==> src/rtl/demux_1x4_deser_pkg.sv <==
// rtl/demux_1x4_deser_pkg.sv - shared types and constants for the 1:4 deserialising demux
package demux_pkg;

  localparam int NUM_SLOTS = 4;
  localparam int SEL_W     = 2;

  localparam logic MODE_AUTO = 1'b0;
  localparam logic MODE_ADDR = 1'b1;

  typedef enum logic {
    COLLECT = 1'b0,
    FULL    = 1'b1
  } demux_state_t;

endpackage

==> src/rtl/demux_1x4_deser_if.sv <==
// rtl/demux_1x4_deser_if.sv - beat input and frame output handshake bundle
interface demux_1x4_deser_if #(
  parameter int WIDTH = 1
);
  import demux_pkg::*;

  logic [WIDTH-1:0]           in_data;
  logic                       in_valid;
  logic                       in_ready;
  logic                       mode;
  logic [SEL_W-1:0]           sel;
  logic                       flush;
  logic [NUM_SLOTS*WIDTH-1:0] out_data;
  logic [NUM_SLOTS-1:0]       out_mask;
  logic                       out_valid;
  logic                       out_ready;

  modport master (
    output in_data, in_valid, mode, sel, flush, out_ready,
    input  in_ready, out_data, out_mask, out_valid
  );

  modport slave (
    input  in_data, in_valid, mode, sel, flush, out_ready,
    output in_ready, out_data, out_mask, out_valid
  );

endinterface

==> src/rtl/demux_1x4_deser_decoder_2x4.sv <==
// rtl/demux_1x4_deser_decoder_2x4.sv - enabled 2-to-4 one-hot decoder for slot write enables
module decoder_2x4
  import demux_pkg::*;
(
  input  logic [SEL_W-1:0]     sel,
  input  logic                 en,
  output logic [NUM_SLOTS-1:0] onehot
);

  always_comb begin
    onehot = '0;
    if (en) begin
      case (sel)
        2'd0:    onehot = 4'b0001;
        2'd1:    onehot = 4'b0010;
        2'd2:    onehot = 4'b0100;
        default: onehot = 4'b1000;
      endcase
    end
  end

endmodule

==> src/rtl/demux_1x4_deser.sv <==
// rtl/demux_1x4_deser.sv - collects four narrow beats into one masked wide frame
module demux_1x4_deser
  import demux_pkg::*;
#(
  parameter int WIDTH = 1
) (
  input  logic               clk,
  input  logic               reset,
  demux_1x4_deser_if.slave   bus
);

  demux_state_t                         state;
  logic [NUM_SLOTS-1:0][WIDTH-1:0]      slots;
  logic [NUM_SLOTS-1:0]                 mask;
  logic [SEL_W-1:0]                     cnt;
  logic                                 frame_mode;
  logic                                 out_valid_q;

  logic                                 active;
  logic                                 handoff;
  logic                                 accept;
  logic [NUM_SLOTS-1:0]                 base_mask;
  logic [SEL_W-1:0]                     base_cnt;
  logic                                 beat_mode;
  logic [SEL_W-1:0]                     target;
  logic [NUM_SLOTS-1:0]                 slot_we;
  logic [NUM_SLOTS-1:0]                 new_mask;
  logic                                 complete;

  // A held frame only blocks intake until the consumer takes it, so a beat
  // can land on the same edge as the handoff.
  assign active  = (state == COLLECT) || bus.out_ready;
  assign handoff = (state == FULL) && bus.out_ready;
  assign accept  = bus.in_valid && bus.in_ready;

  assign bus.in_ready = !reset && active;

  // The frame being handed off contributes nothing to the frame that follows.
  assign base_mask = handoff ? '0 : mask;
  assign base_cnt  = handoff ? '0 : cnt;
  assign beat_mode = (base_mask == '0) ? bus.mode : frame_mode;
  assign target    = (beat_mode == MODE_AUTO) ? base_cnt : bus.sel;

  decoder_2x4 u_decoder (
    .sel    (target),
    .en     (accept),
    .onehot (slot_we)
  );

  assign new_mask = base_mask | slot_we;

  always_comb begin
    complete = 1'b0;
    if (accept && (beat_mode == MODE_AUTO) && (target == SEL_W'(NUM_SLOTS - 1)))
      complete = 1'b1;
    if (accept && (beat_mode == MODE_ADDR) && (new_mask == '1))
      complete = 1'b1;
    if (active && bus.flush && (new_mask != '0))
      complete = 1'b1;
  end

  always_ff @(posedge clk) begin
    if (reset) begin
      state       <= COLLECT;
      slots       <= '0;
      mask        <= '0;
      cnt         <= '0;
      frame_mode  <= MODE_AUTO;
      out_valid_q <= 1'b0;
    end else if (active) begin
      for (int k = 0; k < NUM_SLOTS; k++) begin
        if (slot_we[k])
          slots[k] <= bus.in_data;
        else if (handoff)
          slots[k] <= '0;
      end
      mask <= new_mask;
      if (accept) begin
        frame_mode <= beat_mode;
        cnt        <= (beat_mode == MODE_AUTO) ? base_cnt + SEL_W'(1) : base_cnt;
      end else begin
        cnt <= base_cnt;
      end
      state       <= complete ? FULL : COLLECT;
      out_valid_q <= complete;
    end
  end

  assign bus.out_data  = slots;
  assign bus.out_mask  = mask;
  assign bus.out_valid = out_valid_q;

endmodule

==> src/flat_wrapper.sv <==
// flat-port wrapper written by rule: the top's interface ports become plain ports
module demux_1x4_deser_flat import demux_pkg::*;
#(
  parameter int WIDTH = 1
)
  (clk, reset, bus_in_data, bus_in_valid, bus_mode, bus_sel, bus_flush, bus_out_ready, bus_in_ready, bus_out_data, bus_out_mask, bus_out_valid);
  demux_1x4_deser_if #(.WIDTH(WIDTH)) bus_i ();
  input  logic clk;
  input  logic reset;
  input wire logic [$bits(bus_i.in_data)-1:0] bus_in_data;
  input wire logic [$bits(bus_i.in_valid)-1:0] bus_in_valid;
  input wire logic [$bits(bus_i.mode)-1:0] bus_mode;
  input wire logic [$bits(bus_i.sel)-1:0] bus_sel;
  input wire logic [$bits(bus_i.flush)-1:0] bus_flush;
  input wire logic [$bits(bus_i.out_ready)-1:0] bus_out_ready;
  output wire logic [$bits(bus_i.in_ready)-1:0] bus_in_ready;
  output wire logic [$bits(bus_i.out_data)-1:0] bus_out_data;
  output wire logic [$bits(bus_i.out_mask)-1:0] bus_out_mask;
  output wire logic [$bits(bus_i.out_valid)-1:0] bus_out_valid;
  assign bus_i.in_data = bus_in_data;
  assign bus_i.in_valid = bus_in_valid;
  assign bus_i.mode = bus_mode;
  assign bus_i.sel = bus_sel;
  assign bus_i.flush = bus_flush;
  assign bus_i.out_ready = bus_out_ready;
  assign bus_in_ready = bus_i.in_ready;
  assign bus_out_data = bus_i.out_data;
  assign bus_out_mask = bus_i.out_mask;
  assign bus_out_valid = bus_i.out_valid;
  demux_1x4_deser #(.WIDTH(WIDTH)) u_core (.clk(clk), .reset(reset), .bus(bus_i));
endmodule
==> config.mk <==
export PLATFORM = sky130hd
export DESIGN_NAME = demux_1x4_deser_flat
export DESIGN_NICKNAME = d
export VERILOG_FILES = /design/src/rtl/demux_1x4_deser_pkg.sv /design/src/rtl/demux_1x4_deser_if.sv /design/src/rtl/demux_1x4_deser_decoder_2x4.sv /design/src/rtl/demux_1x4_deser.sv /design/src/flat_wrapper.sv
export SDC_FILE = /design/constraint.sdc
export NUM_CORES = 1
export LEC_CHECK = 0
export CAP_MARGIN = 15
export CELL_PAD_IN_SITES_DETAIL_PLACEMENT = 1
export CELL_PAD_IN_SITES_GLOBAL_PLACEMENT = 2
export CORE_MARGIN = 2
export CORE_UTILIZATION = 25
export CTS_CLUSTER_DIAMETER = 150
export DETAILED_ROUTE_END_ITERATION = 16
export GPL_ROUTABILITY_DRIVEN = 1
export HOLD_SLACK_MARGIN = 0.06
export PLACE_DENSITY = 0.73
export SYNTH_ARGS = -nofsm -noshare
export SYNTH_HDL_FRONTEND = slang
export SYNTH_HIERARCHICAL = 1
export SYNTH_SLANG_ARGS = --single-unit
==> constraint.sdc <==
create_clock -name clk -period 2.8 [get_ports clk]
set_input_delay 0.56 -clock clk [delete_from_list [all_inputs] [get_ports clk]]
set_output_delay 0.56 -clock clk [all_outputs]
set_load 0.02 [all_outputs]
# [Word level (Yosys, flattened, before mapping)]
# Cells that the tools add are included.
[totals] output_inout_bits=10 elab_cells=57 input_bits=9 register_bits=13
[op_classes] n_mux=17 addsub=1 reduce_logical=23 n_eq_ne=4 n_bitwise=3
[ops] op="4-bit one-hot mux with 3 select lines" count=1
[ops] op="1-bit two-way mux" count=10
[ops] op="2-bit AND reduction" count=5
[ops] op="1-bit logical AND" count=9
[ops] op="2-bit two-way mux" count=4
[ops] op="4-bit two-way mux" count=2
[ops] op="2-bit nonzero test" count=4
[ops] op="2-bit equality test (second input constant)" count=2
[ops] op="4-bit equality test (second input constant)" count=1
[ops] op="4-bit logical NOT" count=1
[ops] op="4-bit OR" count=1
[ops] op="4-bit nonzero test" count=1
[ops] op="2-bit by 1-bit adder with 2-bit output (second input constant)" count=1
[ops] op="2-bit by 1-bit equality test with 1-bit output (second input constant)" count=1
[ops] op="2-bit logical NOT" count=1
[ops] op="1-bit NOT" count=2
[ops] op="1-bit logical NOT" count=1
[ops] op="1-bit logical OR" count=1

# [Longest topological paths before layout]
[logic_depth] ltp_word=14 ltp_mapped=10 depth_no_buf=9

# [By module]
# Netlist, hierarchy kept.
[by_module_without_submodules] module="demux_1x4_deser" area_each_um2=718.2 cells_each=81 seq_area_each_um2=240.2 instances=1
[by_module_without_submodules] module="decoder_2x4" area_each_um2=37.5 cells_each=4 seq_area_each_um2=0.0 instances=1

# [Worst setup path before layout]
# No wires, ideal clock.
[synth_path] path_type="input to register" start="input bus_out_ready" end="register u_core.state" t_required_ps=2712 stages=9 n_path_buf=0 setup_time_ps=88 path_slack_ps=-194 t_arrival_ps=2906 path_cell_list="and2_1 o21ai_0 and2_1 mux2i_1 and3b_1 nor2_1 or4_1 a221o_1 a311oi_2"
[synth_between] elab_chain_cells=14 elab_cells_between_ends=29 cone_classes="4 x eq/ne; 10 x mux; 2 x bitwise; 13 x reduce/logical"
[synth_lines] element="from (decl)" line_no="flat_wrapper.sv:15" source="input wire logic [$bits(bus_i.out_ready)-1:0] bus_out_ready;"
[synth_lines] element="1-bit logical AND (*)" line_no="demux_1x4_deser.sv:33" source="assign handoff = (state == FULL) && bus.out_ready;"
[synth_lines] element="4-bit two-way mux" line_no="demux_1x4_deser.sv:39" source="assign base_mask = handoff ? '0 : mask;"
[synth_lines] element="4-bit logical NOT" line_no="demux_1x4_deser.sv:41" source="assign beat_mode = (base_mask == '0) ? bus.mode : frame_mode;"
[synth_lines] element="1-bit two-way mux" line_no="demux_1x4_deser.sv:41"
[synth_lines] element="2-bit two-way mux (*)" line_no="demux_1x4_deser.sv:42" source="assign target = (beat_mode == MODE_AUTO) ? base_cnt : bus.sel;"
[synth_lines] element="via u_core.target[1]" line_no="demux_1x4_deser.sv:25" source="logic [SEL_W-1:0] target;"
[synth_lines] element="2-bit equality test, or another cell as far along" line_no="demux_1x4_deser_decoder_2x4.sv:13" source="case (sel)"
[synth_lines] element="4-bit one-hot mux with 3 select lines (*)" line_no="demux_1x4_deser_decoder_2x4.sv:13"
[synth_lines] element="4-bit two-way mux (*)" line_no="demux_1x4_deser_decoder_2x4.sv:12" source="if (en) begin"
[synth_lines] element="via u_core.slot_we[2]" line_no="demux_1x4_deser.sv:26" source="logic [NUM_SLOTS-1:0] slot_we;"
[synth_lines] element="4-bit OR (*)" line_no="demux_1x4_deser.sv:50" source="assign new_mask = base_mask | slot_we;"
[synth_lines] element="4-bit equality test" line_no="demux_1x4_deser.sv:56" source="if (accept && (beat_mode == MODE_ADDR) && (new_mask == '1))"
[synth_lines] element="1-bit logical AND" line_no="demux_1x4_deser.sv:56"
[synth_lines] element="1-bit two-way mux" line_no="demux_1x4_deser.sv:56"
[synth_lines] element="1-bit two-way mux (*)" line_no="demux_1x4_deser.sv:58" source="if (active && bus.flush && (new_mask != '0))"
[synth_lines] element="1-bit two-way mux (*)" line_no="demux_1x4_deser.sv:84" source="state <= complete ? FULL : COLLECT;"
[synth_lines] element="to (signal assigned)" line_no="demux_1x4_deser.sv:84"
[synth_lines] element="to (decl)" line_no="demux_1x4_deser.sv:12" source="demux_state_t state;"
# The timed path passes the listed nets; every way through them passes the cells marked *.
# A chain may end at the register's enable or synchronous reset.

# [Worst setup path after layout]
[layout_path] start="register u_core.mask[3] (netlist: u_core/bus.out_mask[3])" end="register u_core.state"
[layout_between] elab_chain_cells=13 elab_cells_between_ends=23 cone_classes="4 x eq/ne; 9 x mux; 2 x bitwise; 8 x reduce/logical"
[layout_lines] element="from (decl)" line_no="demux_1x4_deser.sv:14" source="logic [NUM_SLOTS-1:0] mask;"
[layout_lines] element="from (signal assigned)" line_no="demux_1x4_deser.sv:77" source="mask <= new_mask;"
[layout_lines] element="4-bit two-way mux (*)" line_no="demux_1x4_deser.sv:39"
[layout_lines] element="4-bit logical NOT (*)" line_no="demux_1x4_deser.sv:41"
[layout_lines] element="1-bit two-way mux (*)" line_no="demux_1x4_deser.sv:41"
[layout_lines] element="2-bit two-way mux (*)" line_no="demux_1x4_deser.sv:42"
[layout_lines] element="via u_core.target[1]" line_no="demux_1x4_deser.sv:25"
[layout_lines] element="2-bit equality test, or another cell as far along" line_no="demux_1x4_deser_decoder_2x4.sv:13"
[layout_lines] element="4-bit one-hot mux with 3 select lines (*)" line_no="demux_1x4_deser_decoder_2x4.sv:13"
[layout_lines] element="4-bit two-way mux (*)" line_no="demux_1x4_deser_decoder_2x4.sv:12"
[layout_lines] element="via u_core.slot_we[2]" line_no="demux_1x4_deser.sv:26"
[layout_lines] element="4-bit OR (*)" line_no="demux_1x4_deser.sv:50"
[layout_lines] element="4-bit equality test" line_no="demux_1x4_deser.sv:56"
[layout_lines] element="1-bit logical AND" line_no="demux_1x4_deser.sv:56"
[layout_lines] element="1-bit two-way mux" line_no="demux_1x4_deser.sv:56"
[layout_lines] element="1-bit two-way mux (*)" line_no="demux_1x4_deser.sv:58"
[layout_lines] element="1-bit two-way mux (*)" line_no="demux_1x4_deser.sv:84"
# Marks and branches as above.

==> impl_metrics.env <==
export IMPL_areaGrowthSynthToFinish_pct=60.8
export IMPL_grt_overflow_total=0
export IMPL_drive_above_1_share=0.344
export IMPL_drcViolationCount=1
export IMPL_synthesis_nets=94
export IMPL_worst_ep_arrival_time_ps=2900
export IMPL_drt_iter0_drc=43
export IMPL_postSynthCellCount=85
export IMPL_cts_tree="built"
export IMPL_outcome="finished with violations"
export IMPL_antenna_cells=0
export IMPL_grt_pass1_vias=875
export IMPL_cts_path_max_buffers=2
export IMPL_die_w_um=59.0
export IMPL_syn_area_um2=756
export IMPL_final_antenna_net_count=0
export IMPL_critPathMaxStageDelay_ps=510
export IMPL_dp_hpwl_um=1870
export IMPL_worst_slew_pin_slew_ps=344
export IMPL_critPathTopFamily="simple AND/OR/NAND/NOR gates"
export IMPL_wl_per_cell_um=15.1
export IMPL_start_util=0.269
export IMPL_min_period_over_period=0.965
export IMPL_timing_fmax_ghz=0.370
export IMPL_cp_end_kind="flip-flop"
export IMPL_num_rows=19
export IMPL_layout_commonest_cell="buf_4"
export IMPL_mostFrequentLayoutCells="buf_4, clkdlybuf4s50_1, dfxtp_1, mux2i_1, nor2_1"
export IMPL_ys_seq_area_frac=0.318
export IMPL_fin_area_um2=1210
export IMPL_violations="DRC"
export IMPL_cts_root_buffer="clkbuf_4"
export IMPL_h_tree_depth=1
export IMPL_rsz0062_at_grt="yes"
export IMPL_numCtsBuffers=3
export IMPL_place_gp_congestion=0.808
export IMPL_core_um2=2810
export IMPL_grt_max_degree=14
export IMPL_hold_viol=0
export IMPL_critPathBufInv=0
export IMPL_grt_pass1_wl_um=4050
export IMPL_critPathKind="flip-flop to flip-flop"
export IMPL_dieArea_um2=3480
export IMPL_setup_viol=0
export IMPL_p_per_area_nw_per_um2=437
export IMPL_required_ps=3000
export IMPL_vias=826
export IMPL_ff2ff_path_depth=9
export IMPL_io_pins=19
export IMPL_antenna_found_initial=0
export IMPL_max_cap_violations=0
export IMPL_slew_headroom=0.768
export IMPL_setup_tns_ps=0
export IMPL_io_buffers=18
export IMPL_min_period_ps=2700
export IMPL_slowest_stage="or4_1"
export IMPL_syn_avg_cell_area_um2=8.89
export IMPL_insertion_delay_ps=280
export IMPL_critPathLaunchType="flip-flop"
export IMPL_drv_slew=0
export IMPL_worstHoldPathType="flip-flop to flip-flop"
export IMPL_ys_types=35
export IMPL_post_cts_buffers=0
export IMPL_placed_area_um2=1170
export IMPL_nNetsFinal=138
export IMPL_grt_usage=0.155
export IMPL_die_y_um=59.0
export IMPL_ys_ff_latch=12
export IMPL_clk_pin_slew_ps=80
export IMPL_hold_depth=2
export IMPL_ir_worst_vdd_uv=231
export IMPL_fillCellCount=341
export IMPL_p_leak_nw=0.471
export IMPL_routed_wl_um=2410
export IMPL_crit_fanout=4
export IMPL_ys_warn_count=6
export IMPL_drt_vias_per_instance=5.19
export IMPL_drt_pass1_iter_count=10
export IMPL_cts_sinks=12
export IMPL_fin_worst_skew_ps=2.62
export IMPL_worstPathCellList="nor4_4, nand3b_1, and2_4, mux2i_4, and3b_2, nor2_1, or4_1, a221o_1, a311oi_2"
export IMPL_critical_path_cell_count=9
export IMPL_postCtsHoldBufs=0
-- cell families after synthesis --
family,synth area share
and+or+nand+nor,0.311
AOI/OAI and AO/OA,0.225
muxes,0.119
DFF,0.318
buffers and inverters,0.0265
-- worst min-delay path, delay by kind of cell, from the launching register on --
kind             cells  cell delay (ps)
DFF                  1              340
and+or+nand+nor      1               70
muxes                1               60
-- where the power goes --
part           switching [W]  internal [W]  leakage (nW)  total, W
sequential         0.0000142      0.000183        0.0986  0.000197
combinational      0.0000851      0.000105         0.351  0.000190
clock              0.0000647     0.0000791        0.0210  0.000144
total               0.000164      0.000367         0.471  0.000531
-- final cells by class --
class	count	area (µm²)	area share
Multi-Input combinational cell	68	531	0.437
Sequential cell	12	243	0.200
Inverter	2	7.51	0.00618
Tap cell	31	38.8	0.0319
Timing Repair Buffer	42	359	0.296
Clock buffer	4	36.3	0.0299
-- flip-flops by register name, summed over array words and instances (netlist names) --
name / count
u_core/cnt: 2
u_core/frame_mode: 1
u_core/bus.out_data: 4
u_core/state: 1
u_core/bus.out_mask: 4
-- Yosys cell counts --
cell / instances / area (µm²)
a21oi_1: 4 / 20.0
and2_1: 2 / 12.5
nor2b_1: 3 / 18.8
nand4_1: 2 / 12.5
nand3b_1: 1 / 7.51
a221o_1: 1 / 10.0
nor4_1: 1 / 6.26
buf_2: 1 / 5.00
or2_2: 2 / 12.5
clkbuf_1: 2 / 7.51
nor2_1: 6 / 22.5
nand2b_1: 3 / 18.8
and3_2: 1 / 7.51
nor4_4: 1 / 21.3
mux2i_1: 9 / 90.1
nand2_1: 2 / 7.51
a21o_1: 1 / 7.51
a32oi_1: 4 / 35.0
and4b_1: 1 / 10.0
a311oi_2: 1 / 15.0
or3_1: 1 / 6.26
nand3_1: 1 / 5.00
a31oi_1: 1 / 6.26
inv_1: 2 / 7.51
and3_1: 1 / 6.26
nor4b_1: 1 / 8.76
or4_1: 1 / 7.51
a211oi_1: 5 / 37.5
dfxtp_1: 12 / 240
a311oi_1: 1 / 8.76
o21ai_0: 6 / 30.0
nor3b_2: 1 / 12.5
and3b_1: 2 / 17.5
nor3b_1: 1 / 7.51
nor2_2: 1 / 6.26
-- metal layers --
| metal | GRT usage | part of all wire | vias to the layer above |
|---|---|---|---|
| li1 | - | - | 416 |
| met1 | 0.205 | 0.47 | 394 |
| met2 | 0.249 | 0.49 | 14 |
| met3 | 0.0262 | 0.031 | 2 |
| met4 | 0.0682 | 0.0071 | 0 |
| met5 | 0 | 0 | - |
-- worst paths after layout --
| path | from | endpoint | slack (ps) |
|---|---|---|---|
| hold reg to reg | u_core/frame_mode$_SDFFE_PP0P_ | u_core/frame_mode$_SDFFE_PP0P_ | 500 |
| hold / removal | u_core/frame_mode$_SDFFE_PP0P_ | u_core/frame_mode$_SDFFE_PP0P_ | 500 |
| setup reg to reg | u_core/bus.out_mask[3]$_SDFFE_PP0N_ | u_core/state$_SDFFE_PP0N_ | 100 |
| setup / recovery | u_core/bus.out_mask[3]$_SDFFE_PP0N_ | u_core/state$_SDFFE_PP0N_ | 100 |
-- timing repair --
action / CTS / global route
pin swaps: 0 / 1
setup endpoints to repair: 1 / 1
resized for setup: 2 / 5
-- through the flow --
stage / std cells / worst slack (ps) / hold slack [ps] / utilization / power, W
floorplan: 85 / 3.39 / 456 / - / 0.000294
global placement: 155 / -361 / 475 / 0.416 / 0.000385
detailed placement: 155 / -404 / 485 / 0.416 / 0.000388
CTS: 159 / 56.2 / 509 / 0.429 / 0.000537
global route: 159 / -38.9 / 532 / 0.433 / 0.000566
finish: 159 / 98.5 / 505 / 0.433 / 0.000531
(Power assumes the default switching activity.)
